[src/rtl/mod_cu.sv]
// Control unit for the iterative repeated-subtraction MOD datapath.
// Sequences we/re/s from start and the datapath compare flag x; reports busy/done/err/iter_count.
module mod_cu #(
  parameter int unsigned      CNT_W    = 32,
  parameter logic [CNT_W-1:0] MAX_ITER = CNT_W'(32'hFFFF_FFFF)
) (
  input  logic             CLK,
  input  logic             RST_N,
  input  logic             start,
  input  logic             b_zero,
  input  logic             x,
  output logic             we,
  output logic             re,
  output logic             s,
  output logic             busy,
  output logic             done,
  output logic             err,
  output logic [CNT_W-1:0] iter_count,
  output logic [2:0]       dbg_state
);

  typedef enum logic [2:0] {
    IDLE = 3'd0,
    LOAD = 3'd1,
    ITER = 3'd2,
    READ = 3'd3,
    DONE = 3'd4,
    ERR  = 3'd5
  } state_t;

  state_t           state_q, state_d;
  logic [CNT_W-1:0] cnt_q, cnt_d;
  logic             err_q, err_d;
  logic             at_max;

  assign at_max = (cnt_q == MAX_ITER);

  always_ff @(posedge CLK or negedge RST_N) begin
    if (!RST_N) begin
      state_q <= IDLE;
      cnt_q   <= '0;
      err_q   <= 1'b0;
    end else begin
      state_q <= state_d;
      cnt_q   <= cnt_d;
      err_q   <= err_d;
    end
  end

  // Only we looks at x (and the saturation compare); every other strobe is pure state decode.
  always_comb begin
    state_d = state_q;
    cnt_d   = cnt_q;
    err_d   = err_q;
    we      = 1'b0;
    case (state_q)
      IDLE: begin
        if (start) begin
          if (b_zero) begin
            err_d   = 1'b1;
            state_d = ERR;
          end else begin
            err_d   = 1'b0;
            cnt_d   = '0;
            state_d = LOAD;
          end
        end
      end
      LOAD: begin
        we      = 1'b1;
        state_d = ITER;
      end
      ITER: begin
        if (x) begin
          state_d = READ;
        end else if (at_max) begin
          err_d   = 1'b1;
          state_d = ERR;
        end else begin
          we    = 1'b1;
          cnt_d = cnt_q + 1'b1;
        end
      end
      READ:    state_d = DONE;
      DONE:    state_d = IDLE;
      ERR: begin
        err_d   = 1'b1;
        state_d = IDLE;
      end
      default: state_d = IDLE;
    endcase
  end

  assign s          = (state_q == ITER) || (state_q == READ);
  assign re         = (state_q == READ);
  assign busy       = (state_q == LOAD) || (state_q == ITER) || (state_q == READ);
  assign done       = (state_q == DONE);
  assign err        = err_q;
  assign iter_count = cnt_q;
  assign dbg_state  = state_q;

endmodule

[config.mk]
export PLATFORM = sky130hd
export DESIGN_NAME = mod_cu
export DESIGN_NICKNAME = d
export VERILOG_FILES = /design/src/rtl/mod_cu.sv
export SDC_FILE = /design/constraint.sdc
export NUM_CORES = 1
export LEC_CHECK = 0
export CORE_MARGIN = 4
export CORE_UTILIZATION = 50
export CTS_CLUSTER_DIAMETER = 30
export DETAILED_ROUTE_END_ITERATION = 6
export DONT_BUFFER_PORTS = 1
export SLEW_MARGIN = 20
export SYNTH_ARGS = -nofsm -noshare
export SYNTH_HDL_FRONTEND = slang
export SYNTH_SLANG_ARGS = --single-unit
[constraint.sdc]
create_clock -name CLK -period 5.01 [get_ports CLK]
set_clock_uncertainty 0.15 [all_clocks]
set_input_delay 1.002 -clock CLK [delete_from_list [all_inputs] [get_ports CLK]]
set_output_delay 1.002 -clock CLK [all_outputs]
set_load 0.005 [all_outputs]
# Word-level counts from Yosys, hierarchy flattened
# Cells that the tools add are included.
# classes
n_addsub,1
multipliers,0
div_mod_pow,0
n_lt_le_gt_ge,0
eq_ne,12
shift,0
muxes,18
n_bitwise,0
reduce_logical,9
# ops
cell,n
32-bit 2-to-1 mux,4
32-bit case mux with 2 select lines,1
"32-bit by 1-bit adder with 32-bit output, second input constant",1
"32-bit equality test, second input constant",1
3-bit 2-to-1 mux,4
3-bit case mux with 4 select lines,1
"2-bit != test, second input constant",5
"3-bit by 2-bit equality test with 1-bit output, second input constant",2
"3-bit equality test, second input constant",2
1-bit 2-to-1 mux,6
5-bit AND reduction,1
4-bit AND reduction,1
"3-bit by 1-bit equality test with 1-bit output, second input constant",1
3-bit zero test,1
1-bit logical OR,3
"3-bit != test, second input constant",1
1-bit case mux with 3 select lines,1
3-bit nonzero test,1
1-bit case mux with 2 select lines,1
2-bit AND reduction,1
2-bit nonzero test,1
# word_totals
ff_bits,36
latch_bits,0
ram_bits,0
mem_bits_ro,0
word_cells,43
mem_count,0

# Longest topological paths before layout
# depth
word_depth,4
mapped_depth,10

# Least setup slack after synthesis
# OpenSTA, ideal clock, no wires.
# synth_timing
kind,input-to-output
start,input x
end,output we
t_arrival_ns,1.800
required_ns,3.858
setup_slack_ns,2.058
path_stages,4
path_cell_list,or2_1 nand2b_1 clkbuf_1 o21ai_0
# synth_between
elab_chain_cells,2
# synth_rtl
item,line,source
start: declaration,11,"input logic x,"
1-bit 2-to-1 mux,74,if (x) begin
1-bit case mux with 2 select lines,56,case (state_q)
end: declaration,12,"output logic we,"
# Every way passes these cells.

# Final worst setup path
# layout_timing
start,register state_q[2] (netlist: dbg_state[2])
end,output we
# layout_between
elab_chain_cells,2
word_cells_on_any_way,3
classes_between,eq/ne: 2; mux: 1
# layout_rtl
item,line,source
start: declaration,31,"state_t state_q, state_d;"
start signal: assignment,44,state_q <= state_d;
3-bit by 2-bit equality test with 1-bit output / 3-bit by 1-bit equality test with 1-bit output (equally long branches),56,
1-bit case mux with 2 select lines (*),56,
# Mark *: on every way between the ends. The rest lies on a longest branch, timed or not.

==> metrics.yaml <==
status: "finished clean"
via_per_inst: 6.42
period_share: 0.757
syn_to_final_growth_pct: 2.73
power_density_nw_per_um2: 359
finalCriticalPeriod_ns: 3.79
syn_area_per_cell_um2: 8.53
p_leak_uw: 0.000880
critPathMaxFanout: 14
synth_nets: 253
drcViolationCount: 0
maxSlewViolCount: 0
clk_latency_ns: 0.29
yosys_warnings: 0
layout.nets: 247
antenna_left: 0
instances_no_fill: 291
cap_viol_max_count: 0
detailroute.via_count: 1867
crit_family: "simple AND/OR/NAND/NOR gates"
yosysSeqAreaShare: 0.428
post_cts_hold_buffer_count: 0
setup_viol: 0
cts_sinks: 36
synth-compound-area-share: 0.222
p_sw_uw: 293
routed_wl_um: 5190
yosys.area_share.xor_xnor: 0
p_sw_frac: 0.377
syn_inst: 247
cpPeakStageDelay_ns: 0.57
die_area_um2: 5310
antenna_found_initial: 0
synth-simple-area-share: 0.289
pwr-share-clk: 0.248
num_rows: 23
firstDrtPassIters: 4
dp_cells: 284
hold_path.class: "primary input to async pin"
p_comb_frac: 0.264
rsz0062_at_grt: "no"
async_flop_share: 1.00
synth_edf_count: 0
cts_tree: "done"
diodes: 0
ctsResizeCount: 0
critPathArrivalTime_ns: 2.64
fmax_mhz: 264
cts_setup_buffers: 0
grt_first_pass_wirelength_um: 8450
routedWlPerCell_um: 17.8
gr-total-overflow: 0
h-tree-depth: 2
seq_power_share: 0.488
ys_top_cells_by_count: "dfrtp_1, o21ai_0, nand2_1"
track_usage: 0.203
final.setup.tns_ns: 0
port_buffers: 0
p_int_uw: 484
cp_num_buf_inv: 0
die_y_um: 72.9
yosys.area.top_type_share: 0.428
cts.root.buffer_cell: "clkbuf_8"
crit_chain: "nor2_1, nand2_1, or2_1, nand2b_1, o21ai_0"
clk_path_buf_depth: 2
drtIter0Drc: 136
crit_path_end_kind: "output port"
synth_area_leaders: "dfrtp_1, o21ai_0, nor3_1"
ys.flop_type: "dfrtp_1"
start_util: 0.523
synth-seq-cells: 36
synth_fa_ha_area_frac: 0.00594
chipWidth_um: 72.9
synth_top_family_by_area: "simple AND/OR/NAND/NOR gates"
synth_most_common_cell: "dfrtp_1"
io_pins: 46
tightest_slew_ns: 0.731
crit_type: "flop to output port"
finalHoldViolations: 0
grt_start_max_net_pins: 37
start_kind: "flop"
required_ns: 3.86
synth_mux_area_frac: 0.00475
grt_pass1_vias: 1766
cts_buffers: 5
ir_drop_mv: 0.227
core_um2: 4030
yosysTopAreaCell: "dfrtp_1"
synth_cell_type_count: 42
hpwl_um: 3640
slew_headroom: 0.513
drive_gt1_frac: 0.0581
synthesis.area_um2: 2110
cts.clk_slew.worst_paths_ns: 0.07
place.gp.congestion: 0.876
critical-path-slowest-cell: "nand2b_1"
cell families (layout without fill, tap and decap cells):
group / Yosys count / count (layout)
buffers and inverters: 19 / 13
AND/OR/NAND/NOR: 113 / 113
adder cells (fa/ha/maj): 1 / 1
flip-flops: 36 / 36
multiplexers: 1 / 1
AO/OA/AOI/OAI: 77 / 77
layout by cell type, fill, tap and decap left out, types with 8 or more instances in the layout:
master   count
and3_1      11
nand3_1      9
a21oi_1     12
nand2_1     24
nor3_1      18
a31oi_1      8
dfrtp_1     36
nand4_1      8
o31ai_1     10
nor2_1      18
o21ai_0     28
layer usage:
| layer | vias up | global-route usage | part of all wire |
|---|---|---|---|
| li1 | 902 | - | - |
| met1 | 912 | 0.257 | 0.45 |
| met2 | 46 | 0.323 | 0.47 |
| met3 | 7 | 0.0620 | 0.059 |
| met4 | 0 | 0.0799 | 0.012 |
| met5 | - | 0 | 0 |
path summary, 6_finish.rpt:
path / end / cells after the start / slack [ns] / startpoint
max: we / 5 / 1.22 / dbg_state[2]
min: iter_count[26] / 0 / 0.25 / RST_N
max reg2reg: iter_count[31] / 6 / 2.20 / dbg_state[2]
min reg2reg: iter_count[30] / 1 / 0.36 / iter_count[30]
max in group asynchronous: iter_count[14] / 0 / 4.37 / RST_N
min in group CLK: iter_count[30] / 1 / 0.36 / iter_count[30]
power groups by stage:
stage	combinational, µW	clock [µW]	sequential [µW]
floorplan	176	0	363
global placement	197	0	381
detailed placement	204	0	384
CTS	204	200	378
global route	234	210	385
finish	205	192	379
worst register-to-register path: stages, from the launching register on:
cell and delay [ns]:
dfrtp_1 0.50, nor2_1 0.11, nand2_1 0.36, or2_1 0.56, o21a_1 0.70, o21ai_0 0.22, o31ai_1 0.12
area by class of cell:
class / instances / area (µm²)
clock buffers: 6 / 72.6
well taps: 50 / 62.6
multi-input cells: 192 / 1100
inverters: 6 / 22.5
flip-flops and latches: 36 / 901
clock inverters: 1 / 5.00
fillers: 378 / 1870
sequential cells by signal, summed over array words and instances (netlist names):
register and flops:
iter_count 32, dbg_state 3, err 1
stage by stage:
step | worst slack (ns) | utilization | hold slack, ns | power [µW] | area, µm²
after floorplan | 2.06 | - | 0.324 | 539 | 2110
after CTS | 1.27 | 0.537 | 0.242 | 782 | 2160
after global placement | 1.65 | 0.518 | 0.362 | 578 | 2090
after global routing | 1.07 | 0.537 | 0.238 | 830 | 2160
final | 1.22 | 0.537 | 0.252 | 776 | 2160
after detailed placement | 1.59 | 0.518 | 0.364 | 587 | 2090
Power figures use the tool's default switching activity.
